## src/rtl/popcount_pkg.sv

```systemverilog
// Shared constants for the round-robin popcount scheduler.
// Default word/count widths and the width of the completed-word counter.
package popcount_pkg;

   localparam int POPCNT_W     = 7;
   localparam int POPCNT_CW    = 3;
   localparam int WORDS_DONE_W = 16;

endpackage

```

## src/rtl/popcount_unit.sv

```systemverilog
// Combinational ones-counter: zero-extended sum of the W input bits.
module popcount_unit
   import popcount_pkg::*;
#(
   parameter int W  = POPCNT_W,
   parameter int CW = POPCNT_CW
) (
   input  logic [W-1:0]  word,
   output logic [CW-1:0] count
);

   always_comb begin
      count = '0;
      for (int i = 0; i < W; i++) begin
         count = count + CW'(word[i]);
      end
   end

endmodule

```

## src/rtl/popcount_rr_sched.sv

```systemverilog
// Round-robin scheduler sharing one popcount datapath among NREQ requesters,
// with a single backpressured result register and a wrapping completion counter.
module popcount_rr_sched
   import popcount_pkg::*;
#(
   parameter int NREQ = 4,
   parameter int W    = POPCNT_W,
   parameter int CW   = $clog2(W + 1),
   parameter int IW   = $clog2(NREQ)
) (
   input  logic                    clk,
   input  logic                    rst,
   input  logic [NREQ-1:0]         req_valid,
   input  logic [NREQ*W-1:0]       req_data,
   output logic [NREQ-1:0]         req_ready,
   output logic                    res_valid,
   input  logic                    res_ready,
   output logic [CW-1:0]           res_count,
   output logic [IW-1:0]           res_id,
   output logic [WORDS_DONE_W-1:0] words_done
);

   logic [W-1:0]            words [NREQ];
   logic [2*NREQ-1:0]       valid_dbl;
   logic [2*NREQ-1:0]       valid_rot;
   logic [IW-1:0]           grant_offset;
   logic [IW:0]             grant_sum;
   logic                    grant_found;
   logic                    accept;
   logic                    grant;
   logic [IW-1:0]           grant_idx;
   logic [IW-1:0]           ptr_next;
   logic [W-1:0]            word_sel;
   logic [CW-1:0]           count_next;

   logic                    res_valid_reg;
   logic [CW-1:0]           res_count_reg;
   logic [IW-1:0]           res_id_reg;
   logic [IW-1:0]           ptr_reg;
   logic [WORDS_DONE_W-1:0] words_done_reg;

   generate
      for (genvar gi = 0; gi < NREQ; gi++) begin : g_req
         assign words[gi]     = req_data[gi*W +: W];
         assign req_ready[gi] = grant && (grant_idx == IW'(gi));
      end
   endgenerate

   assign accept = !res_valid_reg || res_ready;

   // Rotate the request vector so bit 0 is the requester at ptr; the lowest
   // set bit is then the first candidate in round-robin order.
   assign valid_dbl = {req_valid, req_valid};
   assign valid_rot = valid_dbl >> ptr_reg;

   always_comb begin
      grant_found  = 1'b0;
      grant_offset = '0;
      for (int k = NREQ - 1; k >= 0; k--) begin
         if (valid_rot[k]) begin
            grant_found  = 1'b1;
            grant_offset = IW'(k);
         end
      end
   end

   always_comb begin
      grant_sum = {1'b0, ptr_reg} + {1'b0, grant_offset};
      if (grant_sum >= (IW+1)'(NREQ)) begin
         grant_sum = grant_sum - (IW+1)'(NREQ);
      end
   end

   assign grant_idx = grant_sum[IW-1:0];
   assign grant     = accept && grant_found && !rst;
   assign ptr_next  = (grant_idx == IW'(NREQ - 1)) ? '0 : grant_idx + IW'(1);
   assign word_sel  = words[grant_idx];

   popcount_unit #(
      .W  (W),
      .CW (CW)
   ) u_popcount (
      .word  (word_sel),
      .count (count_next)
   );

   always_ff @(posedge clk) begin
      if (rst) begin
         res_valid_reg  <= 1'b0;
         res_count_reg  <= '0;
         res_id_reg     <= '0;
         ptr_reg        <= '0;
         words_done_reg <= '0;
      end else begin
         if (grant) begin
            res_valid_reg <= 1'b1;
            res_count_reg <= count_next;
            res_id_reg    <= grant_idx;
            ptr_reg       <= ptr_next;
         end else if (res_ready) begin
            res_valid_reg <= 1'b0;
         end
         if (res_valid_reg && res_ready) begin
            words_done_reg <= words_done_reg + WORDS_DONE_W'(1);
         end
      end
   end

   assign res_valid  = res_valid_reg;
   assign res_count  = res_count_reg;
   assign res_id     = res_id_reg;
   assign words_done = words_done_reg;

endmodule

```

## config.mk

```make
export PLATFORM = sky130hd
export DESIGN_NAME = popcount_rr_sched
export DESIGN_NICKNAME = d
export VERILOG_FILES = /design/src/rtl/popcount_pkg.sv /design/src/rtl/popcount_unit.sv /design/src/rtl/popcount_rr_sched.sv
export SDC_FILE = /design/constraint.sdc
export NUM_CORES = 1
export LEC_CHECK = 0
export CAP_MARGIN = 20
export CORE_MARGIN = 1
export CORE_UTILIZATION = 46
export CTS_BUF_LIST = sky130_fd_sc_hd__clkbuf_8
export CTS_CLUSTER_SIZE = 16
export DETAILED_ROUTE_END_ITERATION = 16
export GPL_TIMING_DRIVEN = 0
export HOLD_SLACK_MARGIN = 0.1
export PLACE_DENSITY = 0.79
export SYNTH_ARGS = -nofsm -noshare
export SYNTH_HDL_FRONTEND = slang
export SYNTH_HIERARCHICAL = 1
export SYNTH_SLANG_ARGS = --single-unit
```

## constraint.sdc

```tcl
create_clock -name clk -period 5.99 [get_ports clk]
set_input_delay 1.198 -clock clk [delete_from_list [all_inputs] [get_ports clk]]
set_output_delay 1.198 -clock clk [all_outputs]
set_load 0.01 [all_outputs]
```

Word-level counts from Yosys, hierarchy flattened
Index checks and enable logic that the tools add are counted.

word-level totals
  output and inout bits = 26
  bits in registers = 24
  ROM bits = 0
  bits in latches = 0
  memories kept = 0
  memory bits (writable) = 0
  logic and storage cells = 49

operators by class
  $add $sub $neg = 10
  div/mod/pow operators = 0
  order comparisons = 2
  multipliers = 0
  bitwise logic cells = 1
  shift-type cells = 1
  reductions and logical operators = 12
  muxes and demuxes = 15
  eq/ne operators = 3

operators with widths
  cell                                               count
  adder 16 x 1 -> 16 bit (second input constant)     1
  adder 3 x 1 -> 3 bit                               5
  binary-select mux 7 bit (select 2 bit)             1
  2-to-1 mux 7 bit                                   2
  2-to-1 mux 2 bit                                   6
  right shift 8 x 2 -> 4 bit                         1
  logical AND 1 bit                                  7
  >= comparator 3 bit (second input constant)        2
  2-to-1 mux 1 bit                                   6
  == test 2 bit (second input constant)              2
  adder 2 x 2 -> 3 bit                               1
  NOT 2 -> 3 bit                                     1
  adder 1 x 1 -> 2 bit                               1
  adder 2 x 1 -> 2 bit (second input constant)       1
  == test 2 x 1 -> 1 bit (second input constant)     1
  logical NOT 1 bit                                  2
  logical NOT 2 bit                                  1
  nonzero test 2 bit                                 1
  subtractor 2 x 1 -> 2 bit (second input constant)  1
  logical OR 1 bit                                   1

Logic depth before layout (Yosys ltp)
Gate-level depths: netlist of run 1.

  depth in word-level cells = 18
  depth in mapped cells = 16
  mapped depth without buffers = 15

Hierarchy
Netlist of run 1, hierarchy kept.

modules (own cells, without submodules)
  module             seq. area each (sq um)  area each (sq um)  times used  cells an instance
  popcount_rr_sched  480.5                   1501.4             1           163
  popcount_unit      0.0                     110.1              1           12

Worst setup path after synthesis of run 1
Ideal clock, no wire load.

  path type = in2reg
  start point = in req_valid[3]
  end point = reg res_count_reg[1], in the netlist res_count[1]
  setup slack = 0.864 ns
  buffers on the path = 2
  stages on the path = 15
  arrival = 4.996 ns
  path through = buf_2 and3b_1 o21ai_0 o2111ai_1 ha_1 clkbuf_1 mux4_1 inv_1 fa_1 fa_1 inv_1 fa_1 fa_1 nand2_1 o21ai_0

between the ends
  cells in the longest elaborated chain, start to end = 18

RTL lines
  element                                                                  line                                              source
  start, declared                                                          popcount_rr_sched.sv:13                           input logic [NREQ-1:0] req_valid,
  right shift 8 x 2 -> 4 bit *                                             popcount_rr_sched.sv:54                           assign valid_rot = valid_dbl >> ptr_reg;
  2-to-1 mux 2 bit (3 in a row)                                            popcount_rr_sched.sv:60                           if (valid_rot[k]) begin
  2-to-1 mux 2 bit *                                                       popcount_rr_sched.sv:60
  adder 2 x 2 -> 3 bit *                                                   popcount_rr_sched.sv:68                           grant_sum = {1'b0, ptr_reg} + {1'b0, grant_offset};
  >= comparator 3 bit / subtractor 2 x 1 -> 2 bit (equally long branches)  popcount_rr_sched.sv:69, popcount_rr_sched.sv:70
  2-to-1 mux 2 bit *                                                       popcount_rr_sched.sv:69                           if (grant_sum >= (IW+1)'(NREQ)) begin
  net grant_sum[0]                                                         popcount_rr_sched.sv:27                           logic [IW:0] grant_sum;
  NOT 2 -> 3 bit (implied by the code) *                                   popcount_rr_sched.sv:77                           assign word_sel = words[grant_idx];
  binary-select mux 7 bit (select 2 bit) *                                 popcount_rr_sched.sv:77
  2-to-1 mux 7 bit (implied by the code) * (2 in a row)                    popcount_rr_sched.sv:77
  net word_sel[1]                                                          popcount_rr_sched.sv:33                           logic [W-1:0] word_sel;
  adder 1 x 1 -> 2 bit *                                                   popcount_unit.sv:15                               count = count + CW'(word[i]);
  adder 3 x 1 -> 3 bit * (5 in a row)                                      popcount_unit.sv:15
  net count_next[1]                                                        popcount_rr_sched.sv:34                           logic [CW-1:0] count_next;
  end signal, assigned                                                     popcount_rr_sched.sv:97                           res_count_reg <= count_next;
  end, declared                                                            popcount_rr_sched.sv:37                           logic [CW-1:0] res_count_reg;

Mark *: on every way through the listed nets, which the timed path passes. The rest lies on a longest branch. The select of a mux whose other input is x is not followed.
A chain may end at the register's enable or synchronous reset.

Worst setup path in the final report of run 1
  start point = in req_valid[1]
  end point = reg res_count_reg[1], in the netlist res_count[1]

The elaborated chain is that of the path after synthesis.

==> results_dict.tcl, run 1 <==
set metrics [dict create \
    switching_share 0.353 \
    rsz0062_at_grt "no" \
    hp-class "reg2reg" \
    place_inst 277 \
    switchingPower_mw 0.218 \
    cts-root-buf "clkbuf_8" \
    antenna_found_initial 0 \
    start_kind "primary input" \
    yosysSeqAreaShare 0.298 \
    status "completed" \
    clock_latency_ns 0.27 \
    worstMarginPinSlew_ns 0.582 \
    slew_violations 0 \
    wl_per_cell_um 13.1 \
    clock_path_buffers 2 \
    viasPerCell 5.15 \
    power.share.clock 0.183 \
    syn_inst 175 \
    gr-usage-met3 0.0420 \
    synth_nets 216 \
    ios 61 \
    dr.pass1.iters 4 \
    syn_area_sq_um 1610 \
    grt_pass1_wl_um 6040 \
    fin_setup_tns_ns 0 \
    htreeDepth 1 \
    combPwrFrac 0.511 \
    gp_congestion 0.752 \
    cp_max_fo 10 \
    core_sq_um 3340 \
    cp.arrival_ns 5.76 \
    yosys.area.top_type "dfxtp_1" \
    dpl.hpwl_um 2940 \
    power_per_cell_area_nw_per_um2 270 \
    ys.flop_type "dfxtp_1" \
    fp.dieH_um 61.2 \
    slew_headroom 0.612 \
    ant_nets 0 \
    ys_seq_elements 24 \
    worst_path_max_delay_cell "mux4_1" \
    grtUsageMet1 0.270 \
    die-area_sq_um 3740 \
    cts_buffers 3 \
    largest_reg_flops 16 \
    row_count 21 \
    antenna_cells 0 \
    synth_top_cell_area_share 0.298 \
    worst_setup_path_end_kind "flip-flop" \
    synthTopCellsByArea "dfxtp_1 (30%), mux4_1 (11%), fa_1 (5.0%)" \
    cts.sinks 24 \
    ys_warn_count 6 \
    crit_chain "clkdlybuf4s50_1 > inv_1 > a31oi_1 > o2111ai_1 > ha_1 > clkbuf_1 > mux4_1 > inv_1 > fa_1 > fa_1 > inv_1 > fa_1 > fa_1 > nand2_1 > o21ai_0" \
    portBuffers 56 \
    ir_worst_vdd_uv 125 \
    avgSynthCellArea_sq_um 9.21 \
    track_usage 0.219 \
    yosys.cell_types.count 45 \
    grt-busiest-layer "met2" \
    cts_hold_buf 0 \
    period_minus_slack_ns 5.61 \
    grt_max_degree 14 \
    setup_viol 0 \
    period_share 0.936 \
    layout_common_cells "clkdlybuf4s50_1 (56), dfxtp_1 (24), nor2_1 (18), inv_1 (12), nand2_1 (12)" \
    start_util 0.483 \
    final_cell_count_no_fill 281 \
    cts_resized 0 \
    final_common_cell "clkdlybuf4s50_1" \
    grt_pass1_vias 1318 \
    hold_violations 0 \
    die_w_um 61.2 \
    cts_tree "done" \
    cap_violations 0 \
    worstSetupPathType "in2reg" \
    skew_ns 0.00182 \
    vias 1447 \
    cts_setup_buffers 0 \
    power_mw 0.618 \
    cp.required_ns 6.14 \
    overflow 0 \
    met2_usage 0.391 \
    routed_wl_um 3690 \
    synthArstFlopShare 0 \
    finalNetCount 277 \
    cpMostUsedCell "fa_1" \
    pwr-share-seq 0.306 \
    intPower_mw 0.400 \
    clk_pin_slew_ns 0.09 \
    synth_edf_count 0 \
    drive_above_1_share 0.0723 \
    hold_ws_ns 0.468 \
    slowest_delay_ns 0.64 \
    cellLeakagePower_nw 0.865 \
    drc 0 \
    clock.fmax_mhz 178 \
    synthToLayoutAreaGrowth_pct 41.8 \
    drtIter0Drc 70 \
]
worst max-delay path: cells and delay by family:
kind | cells | cell delay [ns]
compound gates | 3 | 0.40
fa+ha+maj | 5 | 2.08
buf+inv | 5 | 1.38
mux | 1 | 0.64
simple gates | 1 | 0.06
cells by family after synthesis:
| logic type | after synthesis | share of synthesized area |
|---|---|---|
| AND/OR/NAND/NOR | 71 | 0.241 |
| AO/OA/AOI/OAI | 30 | 0.126 |
| flip-flops | 24 | 0.298 |
| buffers and inverters | 22 | 0.0668 |
| XOR/XNOR | 12 | 0.0699 |
| multiplexers | 10 | 0.133 |
| adder cells (fa/ha/maj) | 6 | 0.0652 |
power groups by stage:
stage,clock network [mW],registers (mW),logic (mW)
5_1_grt,0.121,0.191,0.366
6_report,0.113,0.189,0.315
4_1_cts,0.113,0.189,0.325
3_3_place_gp,0,0.192,0.306
3_5_place_dp,0,0.193,0.325
2_1_floorplan,0,0.196,0.209
per-stage QoR:
stage                      util  area [sq um]  setup slack, ns
final                     0.685          2280            0.383
after global routing      0.685          2280           0.0969
after CTS                 0.685          2280            0.359
after detailed placement  0.668          2230           0.0785
after global placement    0.668          2230            0.132
after floorplan               -          1610            0.864
synth_stat cells (3+ instances only):
cell type / n
nor2_1: 18
fa_1: 4
nand3_1: 6
xnor2_1: 4
or3_1: 6
o21ai_0: 10
clkbuf_1: 5
nand2b_1: 6
mux4_1: 7
nand2_1: 12
xor2_1: 7
a21oi_1: 8
mux2i_1: 3
buf_6: 3
dfxtp_1: 24
nor3_1: 5
inv_1: 12
cell type report:
class,instances,area [sq um]
sequential,24,480
multi-input combinational,129,1020
tap,46,57.6
timing repair buffer,56,561
clock buffer,4,55.1
inverter,12,45.0
buffer,10,62.6
fill,289,1050
path summary, 6_finish.rpt:
check | slack [ns] | cells past startpoint | to | startpoint
worst max-delay path | 0.38 | 15 | res_count[1] | req_valid[1]
worst max register to register | 1.34 | 15 | res_count[1] | ptr_reg[0]
worst min register to register | 0.47 | 2 | res_id[0] | res_id[0]
worst min-delay path | 0.47 | 2 | res_id[0] | res_id[0]
routing by layer:
| metal | part of all wire | routed length (um) | vias up |
|---|---|---|---|
| met2 | 0.50 | 1840 | 20 |
| met4 | 0.015 | 56 | 0 |
| li1 | - | - | 742 |
| met5 | 0 | 0 | - |
| met1 | 0.46 | 1690 | 679 |
| met3 | 0.024 | 90 | 6 |
No activity file was read; power rests on OpenSTA's default activity.
==> run 2, diff against run 1 <==
--- a/config.mk
+++ b/config.mk
@@ -13,7 +13,7 @@
 export DETAILED_ROUTE_END_ITERATION = 16
 export GPL_TIMING_DRIVEN = 0
 export HOLD_SLACK_MARGIN = 0.1
-export PLACE_DENSITY = 0.79
+export PLACE_DENSITY = 0.89
 export SYNTH_ARGS = -nofsm -noshare
 export SYNTH_HDL_FRONTEND = slang
 export SYNTH_HIERARCHICAL = 1
==> constraint.sdc (replaced) <==
create_clock -name clk -period 5.99 [get_ports clk]
set_input_delay 1.198 -clock clk [delete_from_list [all_inputs] [get_ports clk]]
set_output_delay 1.198 -clock clk [all_outputs]
set_load 0.1 [all_outputs]
==> run 2 against run 1 <==
Via count rose by 2.8%. Register-to-register slack got worse by 0.12 ns. Largest cell class unchanged. Global-route usage rose by 0.95 points. Non-clock buffer count did not move. Critical path depth fell by 7. Die area did not move. Clock power fell by 5%. First-iteration DRC count fell by 31%. Critical path type is now in2out.
==> results_dict.tcl, run 2 (synthesized netlist as in run 1, its figures left out) <==
set metrics [dict create \
    status "completed" \
    clk_pin_slew_ns 0.08 \
    slew_violations 0 \
    final_common_cell "clkdlybuf4s50_1" \
    grt_pass1_vias 1378 \
    fin_setup_tns_ns 0 \
    fp.dieH_um 61.2 \
    start_kind "primary input" \
    cts_setup_buffers 0 \
    row_count 21 \
    clock_path_buffers 2 \
    period_share 0.958 \
    track_usage 0.228 \
    cts_hold_buf 0 \
    wl_per_cell_um 14.2 \
    die_w_um 61.2 \
    crit_buf_inv 3 \
    worstSetupPathType "in2out" \
    cts-root-buf "clkbuf_8" \
    grt_pass1_wl_um 6300 \
    antenna_found_initial 0 \
    cap_violations 0 \
    cts.sinks 24 \
    hold_violations 0 \
    routed_wl_um 3980 \
    vias 1488 \
    period_minus_slack_ns 5.74 \
    skew_ns 0.000869 \
    cellLeakagePower_nw 0.883 \
    finalNetCount 277 \
    clock.fmax_mhz 174 \
    switchingPower_mw 0.325 \
    clock_latency_ns 0.26 \
    drive_above_1_share 0.0723 \
    cts_buffers 3 \
    cp.arrival_ns 4.54 \
    dpl.hpwl_um 3260 \
    worst_setup_path_end_kind "primary output" \
    power.share.clock 0.148 \
    hp-class "reg2reg" \
    worstMarginPinSlew_ns 0.995 \
    setup_viol 0 \
    cts_tree "done" \
    htreeDepth 1 \
    slew_headroom 0.335 \
    post-route-util 0.685 \
    cp.required_ns 4.79 \
    viasPerCell 5.30 \
    worst_path_max_delay_cell "clkdlybuf4s50_1" \
    combPwrFrac 0.589 \
    slowest_delay_ns 1.14 \
    drtIter0Drc 48 \
    pwr-share-seq 0.263 \
    ios 61 \
    grt_max_degree 14 \
    gp_congestion 0.767 \
    cts_resized 0 \
    power_per_cell_area_nw_per_um2 317 \
    ant_nets 0 \
    ir_worst_vdd_uv 119 \
    switching_share 0.449 \
    start_util 0.483 \
    overflow 0 \
    crit_chain "clkdlybuf4s50_1 > nor2_1 > or4_1 > o2111ai_1 > ha_1 > clkbuf_1 > and3_1 > clkdlybuf4s50_1" \
    antenna_cells 0 \
    layout_common_cells "clkdlybuf4s50_1 (55), dfxtp_1 (24), nor2_1 (18), inv_1 (12), nand2_1 (12)" \
    die-area_sq_um 3740 \
    synthToLayoutAreaGrowth_pct 41.9 \
    crit_family "buffers and inverters" \
    dr.pass1.iters 4 \
    rsz0062_at_grt "no" \
    cp_max_fo 10 \
    cpMostUsedCell "clkdlybuf4s50_1" \
    largest_reg_flops 16 \
    portBuffers 56 \
    drc 0 \
    intPower_mw 0.400 \
    core_sq_um 3340 \
]
-- run 2: cell count changes in the layout (fill, tap and decap cells not counted) --
cell / previous run / this run
clkdlybuf4s50_1: 56 / 55
dlymetal6s2s_1: 0 / 1
-- run 2: cell type report --
type,instances,area (sq um)
fill,279,1050
multi-input combinational,129,1020
timing repair buffer,56,563
sequential,24,480
buffer,10,62.6
tap,46,57.6
clock buffer,4,55.1
inverter,12,45.0
-- run 2: worst register-to-register path, delay by kind of cell, from the launching register on --
kind                       cells  cell delay (ns)
adders and majority gates      5             2.11
buffers and inverters          4             0.90
muxes                          1             0.65
DFF                            1             0.45
AOI/OAI and AO/OA              3             0.41
and+or+nand+nor                2             0.13
-- run 2: power groups by stage --
stage / clock [mW] / sequential, mW / combinational (mW)
after floorplan: 0 / 0.270 / 0.240
after global placement: 0 / 0.192 / 0.408
after detailed placement: 0 / 0.194 / 0.434
after CTS: 0.110 / 0.191 / 0.434
after global routing: 0.115 / 0.193 / 0.476
final: 0.107 / 0.191 / 0.427
-- run 2: routing by layer --
metal | share of wire | vias up | global-route usage | wire length, um
met5 | 0 | - | 0 | 0
met4 | 0.014 | 0 | 0.0552 | 55
met3 | 0.026 | 6 | 0.0420 | 102
met2 | 0.54 | 35 | 0.422 | 2160
met1 | 0.42 | 707 | 0.272 | 1650
li1 | - | 740 | - | -
-- run 2: stage by stage --
| stage | hold slack (ns) | setup WS, ns | cells | area (sq um) | total power, mW |
|---|---|---|---|---|---|
| floorplan | 0.493 | 0.258 | 175 | 1610 | 0.511 |
| global placement | 0.458 | 0.167 | 277 | 2230 | 0.600 |
| detailed placement | 0.468 | 0.00270 | 277 | 2230 | 0.628 |
| CTS | 0.479 | 0.177 | 281 | 2280 | 0.735 |
| global route | 0.526 | 0.0437 | 281 | 2290 | 0.784 |
| finish | 0.486 | 0.251 | 281 | 2290 | 0.725 |
-- run 2: final timing paths --
kind,slack (ns),from,depth (start not counted),endpoint
hold reg to reg,0.49,res_id[0],2,res_id[0]
setup reg to reg,1.22,ptr_reg[0],15,res_count[1]
setup / recovery,0.25,req_valid[1],8,req_ready[1]
hold / removal,0.49,res_id[0],2,res_id[0]
